<file path="config.mk">
export PLATFORM = sky130hd
export DESIGN_NAME = fifo_ctrl
export DESIGN_NICKNAME = d
export VERILOG_FILES = /design/src/rtl/fifo_ctrl.sv
export SDC_FILE = /design/constraint.sdc
export NUM_CORES = 1
export LEC_CHECK = 0
export ABC_CLOCK_PERIOD_IN_PS = 3000
export BUFFER_PORTS_ARGS = -buffer_cell sky130_fd_sc_hd__buf_4
export CAP_MARGIN = 20
export CORE_UTILIZATION = 40
export CTS_CLUSTER_SIZE = 25
export DETAILED_ROUTE_END_ITERATION = 12
export PLACE_DENSITY = 0.68
export SLEW_MARGIN = 20
export SYNTH_ARGS = -nofsm -noshare
export SYNTH_HDL_FRONTEND = slang
export SYNTH_SLANG_ARGS = --single-unit
</file>
<file path="constraint.sdc">
create_clock -name clk -period 3 [get_ports clk]
set_input_delay 0.45 -clock clk [delete_from_list [all_inputs] [get_ports clk]]
set_output_delay 0.45 -clock clk [all_outputs]
set_load 0.02 [all_outputs]
</file>
<file path="src/rtl/fifo_ctrl.sv">
// Pointer and status controller for a circular FIFO around a dual-address register file.
// Turns push/pop requests into write strobe and addresses, tracks occupancy and flags.
module fifo_ctrl #(
    parameter int ADDR_WIDTH = 2,
    parameter int AF_LEVEL   = 3,
    parameter int AE_LEVEL   = 1
) (
    input  logic                  clk,
    input  logic                  reset,
    input  logic                  wr,
    input  logic                  rd,
    input  logic                  clr_err,
    output logic                  wr_en,
    output logic [ADDR_WIDTH-1:0] w_addr,
    output logic [ADDR_WIDTH-1:0] r_addr,
    output logic                  full,
    output logic                  empty,
    output logic                  almost_full,
    output logic                  almost_empty,
    output logic [ADDR_WIDTH:0]   count,
    output logic                  overflow,
    output logic                  underflow
);

    localparam int CW    = ADDR_WIDTH + 1;
    localparam int DEPTH = 2 ** ADDR_WIDTH;

    localparam logic [ADDR_WIDTH-1:0] PTR_ONE   = ADDR_WIDTH'(1);
    localparam logic [CW-1:0]         CNT_ONE   = CW'(1);
    localparam logic [CW-1:0]         CNT_DEPTH = CW'(DEPTH);
    localparam logic [CW-1:0]         CNT_ZERO  = CW'(0);
    localparam logic [CW-1:0]         CNT_AF    = CW'(AF_LEVEL);
    localparam logic [CW-1:0]         CNT_AE    = CW'(AE_LEVEL);

    logic          do_wr_s;
    logic          do_rd_s;
    logic          ovf_set_s;
    logic          unf_set_s;
    logic [CW-1:0] count_next_s;

    // Accept/drop decisions and next occupancy; a full FIFO may push only while popping.
    always_comb begin
        do_wr_s      = 1'b0;
        do_rd_s      = 1'b0;
        ovf_set_s    = 1'b0;
        unf_set_s    = 1'b0;
        count_next_s = count;
        if (reset) begin
            do_wr_s = 1'b0;
            do_rd_s = 1'b0;
        end else begin
            do_wr_s   = wr & (~full | rd);
            do_rd_s   = rd & ~empty;
            ovf_set_s = wr & full & ~rd;
            unf_set_s = rd & empty & ~wr;
        end
        case ({do_wr_s, do_rd_s})
            2'b10:   count_next_s = count + CNT_ONE;
            2'b01:   count_next_s = count - CNT_ONE;
            default: count_next_s = count;
        endcase
    end

    assign wr_en = do_wr_s;

    // Pointers, occupancy and flags, all derived from next-state count.
    always_ff @(posedge clk or posedge reset) begin
        if (reset) begin
            w_addr       <= '0;
            r_addr       <= '0;
            count        <= '0;
            full         <= 1'b0;
            empty        <= 1'b1;
            almost_full  <= 1'b0;
            almost_empty <= 1'b1;
            overflow     <= 1'b0;
            underflow    <= 1'b0;
        end else begin
            if (do_wr_s) begin
                w_addr <= w_addr + PTR_ONE;
            end else begin
                w_addr <= w_addr;
            end
            if (do_rd_s) begin
                r_addr <= r_addr + PTR_ONE;
            end else begin
                r_addr <= r_addr;
            end
            count        <= count_next_s;
            full         <= (count_next_s == CNT_DEPTH);
            empty        <= (count_next_s == CNT_ZERO);
            almost_full  <= (count_next_s >= CNT_AF);
            almost_empty <= (count_next_s <= CNT_AE);
            // Set wins over a simultaneous clear.
            overflow     <= ovf_set_s | (overflow & ~clr_err);
            underflow    <= unf_set_s | (underflow & ~clr_err);
        end
    end

endmodule
</file>
-- Yosys cells after proc, flatten, opt, wreduce, memory -nomap -nowiden
Index checks and enable logic that the tools add are counted.
- order comparisons: 2
- eq/ne operators: 3
- add/sub/neg operators: 4
- muxes and demuxes: 5
- reductions and logical operators: 1
- bitwise operators: 16
- operator list (operator ; number):
    $and 1x1->1 ; 8
    $pmux 3 s2 ; 1
    $not 1->1 ; 5
    $add 2x1->2 const B ; 2
    $mux 1 ; 4
    $add 3x1->3 const B ; 1
    $eq 3x3->1 const B ; 1
    $ge 3x2->1 const B ; 1
    $le 3x1->1 const B ; 1
    $logic_not 3->1 ; 1
    $or 1x1->1 ; 3
    $sub 3x1->3 const B ; 1
    $eq 2x1->1 const B ; 1
    $eq 2x2->1 const B ; 1
- bits in registers: 13
- word-level logic and storage cells: 40
- bits of input ports: 5

-- Depth between registers and ports, before layout
Gate-level depths: netlist of run 1.
- word-level depth: 7
- depth in mapped cells: 7
- mapped depth without buffers: 7

-- Least setup slack after synthesis of run 1
OpenSTA, ideal clock, no wires.
- path type: input port to flip-flop
- start: input port wr
- end: register full
- data arrival time: 2.063 ns
- setup time: 0.069 ns
- stages: 7
- path slack: 0.868 ns
- cells stage by stage: nor2b_1 nand2_1 ha_1 fa_1 nor3b_4 or3b_1 nand3_1
- cells in the longest elaborated chain, start to end: 5
- elaborated cells on any way between the ends: 6
- classes of those cells: eq/ne: 3; mux: 2; bitwise: 1
- ends and longest elaborated chain (what ; line ; text):
    start: declaration ; 10 ; input logic wr,
    $and 1x1->1 (*) ; 52 ; do_wr_s = wr & (~full | rd);
    $mux 1 (*) ; 48 ; if (reset) begin
    $eq 2x1->1 / $eq 2x2->1 (equally long branches) ; 57 ; case ({do_wr_s, do_rd_s})
    $pmux 3 s2 (*) ; 57 ;
    $eq 3x3->1 (*) ; 90 ; full <= (count_next_s == CNT_DEPTH);
    end signal: assignment ; 90 ;
    end: declaration ; 16 ; output logic full,
Mark *: on every way between the ends. The rest lies on a longest branch, timed or not.
A chain may end at the register's enable or synchronous reset.

-- Final worst setup path of run 1
- start: register empty
- end: register full
- cells in the longest elaborated chain, start to end: 6
- elaborated cells on any way between the ends: 7
- classes of those cells: eq/ne: 3; mux: 2; bitwise: 2
- ends and longest elaborated chain (what ; line ; text):
    start: declaration ; 17 ; output logic empty,
    start signal: assignment ; 91 ; empty <= (count_next_s == CNT_ZERO);
    $not 1->1 (*) ; 53 ; do_rd_s = rd & ~empty;
    $and 1x1->1 (*) ; 53 ;
    $mux 1 (*) ; 48 ;
    named net do_rd_s ; 36 ; logic do_rd_s;
    $eq 2x1->1 / $eq 2x2->1 (equally long branches) ; 57 ;
    $pmux 3 s2 (*) ; 57 ;
    $eq 3x3->1 (*) ; 90 ;
The timed path passes the listed nets; every way through them passes the cells marked *.

==> out/metrics.cfg, run 1 <==
[placement]
placedInstanceArea_um2=756
place_ws_ns=0.613
hpwl_um=808
portBuffers=18
place.gp.congestion=0.648

[sta]
final_hold_viol_count=0
tightest_slew_ns=0.523
skew_ns=0.00200
period_minus_slack_ns=2.19
clock.fmax_mhz=457
maxSlewViolCount=0
rsz0062_at_grt=no
timing.setup.tns_ns=0
period_share_pct=73.0
setup-violations-final=0
setup_ws_ns=0.810
hold_ws_ns=0.232
relSlewSlack_pct=65.1

[global_routing]
grt_max_degree=15
grt_pass1_vias=386
grt_pass1_wl_um=1480
track_usage_pct=13.9
antenna_found_initial=0
grt_overflow=0

[hold_path]
hold_class=primary input to async pin

[floorplan]
fp.dieH_um=41.2
die-area_um2=1690
initial_core_util_pct=44.9
coreArea_um2=1370
rows=13
die_w_um=41.2
ioPinCount=19

[synth]
yosysTopAreaCell=dfrtp_1
synth_nets=57
yosysWarnings=0
synth-seq-cells=13
synth_cell_types=23
avgSynthCellArea_um2=12.3
syn_area_um2=613
synthDominantCellAreaShare_pct=44.9
ys_seq_area_share_pct=53.5
synthCells=50
synthTopCellsByArea=dfrtp_1 45%, dfstp_2 8.6%, xnor2_1 7.1%

[routing]
vias=436
wirelength_um=1050
antenna_left=0
first_pass_iters=3
wl_per_cell_um=12.2
vias_per_cell=5.07
drt_iter0_drc=4
drcViolationCount=0

[outcome]
status=completed

[power]
leakage_nw=0.375
totalPowerFinal_uw=869
power.density_nw_per_um2=1110
ir_drop_mv=0.458

[worst_setup_path]
reg2reg_depth=6
reg2reg_from=empty
path_class=flip-flop to flip-flop
cp_slowest_cell=fa_1
cp.required_ns=3.22
r2r_slack_ns=0.81
arrival_ns=2.41
max_stage_delay_ns=0.49
crit_chain=nor3b_2, ha_1, fa_1, nor3b_4, or3b_1, nand3_1
start_kind=flip-flop
end_kind=flip-flop
r2r-end=full
path_max_fanout=3

[clock_network]
cts_max_level=1
cts_hold_buffers=0
post_cts_buffers=0
ctsRootBufferMaster=clkbuf_4
clk_pin_slew_worst_paths_ns=0.08
cts_tree=done
post_cts_resize_count=0
cts_max_path_buffers=2
clock_latency_ns=0.27
clkSinkCount=13
numCtsBuffers=3

[finish]
area_growth_pct=27.6
nets=79
diodes=0
drive_gt1_share_pct=36.6
fin_area_um2=782

[run]
drv_cap=0

## cell usage in the layout, fill, tap and decap left out
cell | netlist | layout
buf_4 | 0 | 18
dfrtp_1 | 11 | 11
xnor2_1 | 5 | 5
inv_1 | 4 | 4
nand2_1 | 4 | 4
nand3_1 | 3 | 3
clkbuf_4 | 0 | 3
nand2b_1 | 2 | 2
nor2b_1 | 2 | 2
nor3b_1 | 2 | 2
o32ai_1 | 2 | 2
dfstp_2 | 2 | 2
o21a_1 | 1 | 1
or3_1 | 1 | 1
mux2_2 | 1 | 1
nor3b_4 | 1 | 1
or3b_1 | 1 | 1
nor2_1 | 1 | 1
a41o_1 | 1 | 1
nand3b_1 | 1 | 1
nor3b_2 | 1 | 1
xor2_1 | 1 | 1
fa_1 | 1 | 1
ha_1 | 1 | 1
clkbuf_1 | 0 | 1
## sequential cells by signal (all words and copies together), names as in the netlist
| signal | count |
|---|---|
| almost_empty | 1 |
| almost_full | 1 |
| count | 3 |
| empty | 1 |
| full | 1 |
| overflow | 1 |
| r_addr | 2 |
| underflow | 1 |
| w_addr | 2 |
## layout make-up
type                            instances  area (um2)
Fill cell                             134         584
Multi-Input combinational cell         32         259
Inverter                                4        15.0
Timing Repair Buffer                   18         135
Clock buffer                            4        26.3
Tap cell                               15        18.8
Sequential cell                        13         328
## critical path, delay by kind of cell, from the launching register on
| family | cells | cell delay (ns) |
|---|---|---|
| simple gates | 4 | 0.98 |
| fa+ha+maj | 2 | 0.77 |
| flops | 1 | 0.38 |
## how the worst max path moves through the flow
stage | from | end | depth (start not counted) | slack [ns]
finish | empty | full | 6 | 0.81
global route | empty | full | 6 | 0.73
CTS | empty | full | 6 | 0.80
detailed placement | reset | full | 7 | 0.61
global placement | reset | full | 7 | 0.67
floorplan | wr | full | 7 | 0.87
## report_power, final
part           internal [mW]  switching (mW)  total, mW
combinational          0.205           0.229      0.434
sequential             0.260          0.0686      0.328
clock                 0.0516          0.0551      0.107
total                  0.516           0.353      0.869
## synthesized netlist by cell type (all sizes together)
cell,number
dfrtp,11
xnor2,5
inv,4
nand2,4
nor3b,4
nand3,3
dfstp,2
nand2b,2
nor2b,2
o32ai,2
a41o,1
buf,1
fa,1
ha,1
mux2,1
nand3b,1
nor2,1
o21a,1
or3,1
or3b,1
xor2,1
## kinds of logic after synthesis
logic type / Yosys count / synth area share (%)
compound gates: 4 / 5.72
xor+xnor: 6 / 8.57
fa+ha+maj: 2 / 5.31
buf+inv: 5 / 4.28
flops: 13 / 53.5
mux: 1 / 1.84
simple gates: 19 / 20.8
## per-stage QoR
| stage | util (%) | instances |
|---|---|---|
| floorplan | - | 50 |
| global placement | 55.3 | 82 |
| detailed placement | 55.3 | 82 |
| CTS | 57.2 | 86 |
| global route | 57.2 | 86 |
| finish | 57.2 | 86 |
## per-layer routing
| metal | GRT usage (%) | vias to the layer above | wire [um] |
|---|---|---|---|
| met2 | 22.3 | 17 | 461 |
| met5 | 0 | - | 0 |
| met1 | 17.1 | 206 | 485 |
| li1 | - | 210 | - |
| met4 | 7.26 | 0 | 29 |
| met3 | 3.26 | 3 | 74 |
Note: power is estimated with default switching activity, not from simulation.
==> run 2: changes to the inputs <==
Settings changed: ABC_CLOCK_PERIOD_IN_PS 3000 to 2000, PLACE_DENSITY 0.68 to 0.7.
Clock period 3 ns to 2 ns, I/O delays scaled along.
==> out/metrics.cfg, run 2 (synthesis results as in run 1) <==
[outcome]
status=completed

[placement]
place_ws_ns=-0.101
dp.cells=91
placedInstanceArea_um2=836
portBuffers=18
place.gp.congestion=0.813
hpwl_um=904

[finish]
top_regs=count: 3 flops, r_addr: 2 flops, w_addr: 2 flops
post-route-util_pct=63.8
final_common_cell=buf_4
top_register=count
largest_reg_flops=3
instances_no_fill=95
nets=88
drive_gt1_share_pct=50.0
fin_area_um2=872
diodes=0
mostFrequentLayoutCells=27 x buf_4, 10 x dfrtp_1, 4 x inv_1, 4 x xnor2_1
area_growth_pct=42.2

[power]
p_sw_share_pct=39.9
intPower_uw=841
p_comb_share_pct=53.1
power.density_nw_per_um2=1610
leakage_nw=0.420
power_frac_seq_pct=35.4
totalPowerFinal_mw=1.40
clockPowerShare_pct=11.4
ir_drop_mv=0.886
switchingPower_uw=559

[sta]
hold_ws_ns=0.174
tightest_slew_ns=0.293
relSlewSlack_pct=80.4
timing.setup.tns_ns=0
period_share_pct=98.1
final_hold_viol_count=0
skew_ns=0.000785
setup-violations-final=0
setup_ws_ns=0.0390
maxSlewViolCount=0
period_minus_slack_ns=1.96
clock.fmax_mhz=510
rsz0062_at_grt=yes

[clock_network]
cts_max_path_buffers=2
clk_pin_slew_worst_paths_ns=0.08
numCtsBuffers=3
cts_max_level=1
clkSinkCount=13
post_cts_buffers=0
cts_hold_buffers=0
cts_tree=done
clock_latency_ns=0.27
ctsRootBufferMaster=clkbuf_4

[routing]
antenna_left=0
vias=482
wirelength_um=1200
first_pass_iters=4
drt_iter0_drc=4
wl_per_cell_um=12.6
vias_per_cell=5.07
drcViolationCount=0

[floorplan]
ioPinCount=19
coreArea_um2=1370
initial_core_util_pct=44.9
rows=13
fp.dieH_um=41.2
die-area_um2=1690
die_w_um=41.2

[global_routing]
antenna_found_initial=0
grt_pass1_vias=446
grt_pass1_wl_um=1810
grt_max_degree=15
track_usage_pct=17.0
grt_overflow=0

[worst_setup_path]
path_class=flip-flop to flip-flop
critPathMostFrequentCell=nor3b_4
cp_slowest_cell=fa_2
start_kind=flip-flop
path_max_fanout=2
crit_chain=nor3b_4, ha_2, fa_2, nor3b_4, or3b_1, nand3_1
max_stage_delay_ns=0.47
end_kind=flip-flop
arrival_ns=2.17
cp.required_ns=2.21

[run]
drv_cap=0

[hold_path]
hold_class=primary input to async pin

[run 2: changes by cell type in the layout (fill, tap and decap cells not counted), sizes merged]
| cell | delta |
|---|---|
| buf | +9 |
[run 2: worst max-delay path, delay by kind of cell, from the launching register on]
kind          cells  cell delay [ns]
flops             1             0.39
fa+ha+maj         2             0.70
simple gates      4             0.82
[run 2: timing repair]
action / in CTS / in global routing
pin swaps: 1 / 1
endpoints found under the setup margin: 2 / 3
gates resized for setup: 0 / 2
[run 2: final cells by class]
type | instances | area [um2]
clock buffer | 4 | 26.3
fill | 114 | 494
inverter | 4 | 15.0
multi-input combinational | 32 | 280
sequential | 13 | 329
tap | 15 | 18.8
timing repair buffer | 27 | 203
[run 2: per-layer routing]
metal	up-vias	wire length (um)	track usage [%]
met5	-	0	0
met4	0	0	7.26
met3	0	86	4.89
met2	19	592	29.3
met1	234	520	19.5
li1	229	-	-
[run 2: path summary, 6_finish.rpt]
| path | slack, ns | endpoint | cells after the start | startpoint |
|---|---|---|---|---|
| worst max-delay path | 0.04 | full | 6 | empty |
| worst min-delay path | 0.17 | overflow | 4 | reset |
| worst max register to register | 0.04 | full | 6 | empty |
| worst min register to register | 0.48 | w_addr[1] | 1 | w_addr[1] |
| max in group asynchronous | 1.59 | almost_empty | 4 | reset |
| min in group clk | 0.21 | overflow | 2 | clr_err |
[run 2: power groups by stage]
stage | combinational (mW) | clock (mW) | sequential [mW]
2_1_floorplan | 0.296 | 0 | 0.627
3_3_place_gp | 0.714 | 0 | 0.494
3_5_place_dp | 0.722 | 0 | 0.498
4_1_cts | 0.725 | 0.168 | 0.496
5_1_grt | 0.804 | 0.180 | 0.514
6_report | 0.744 | 0.160 | 0.496
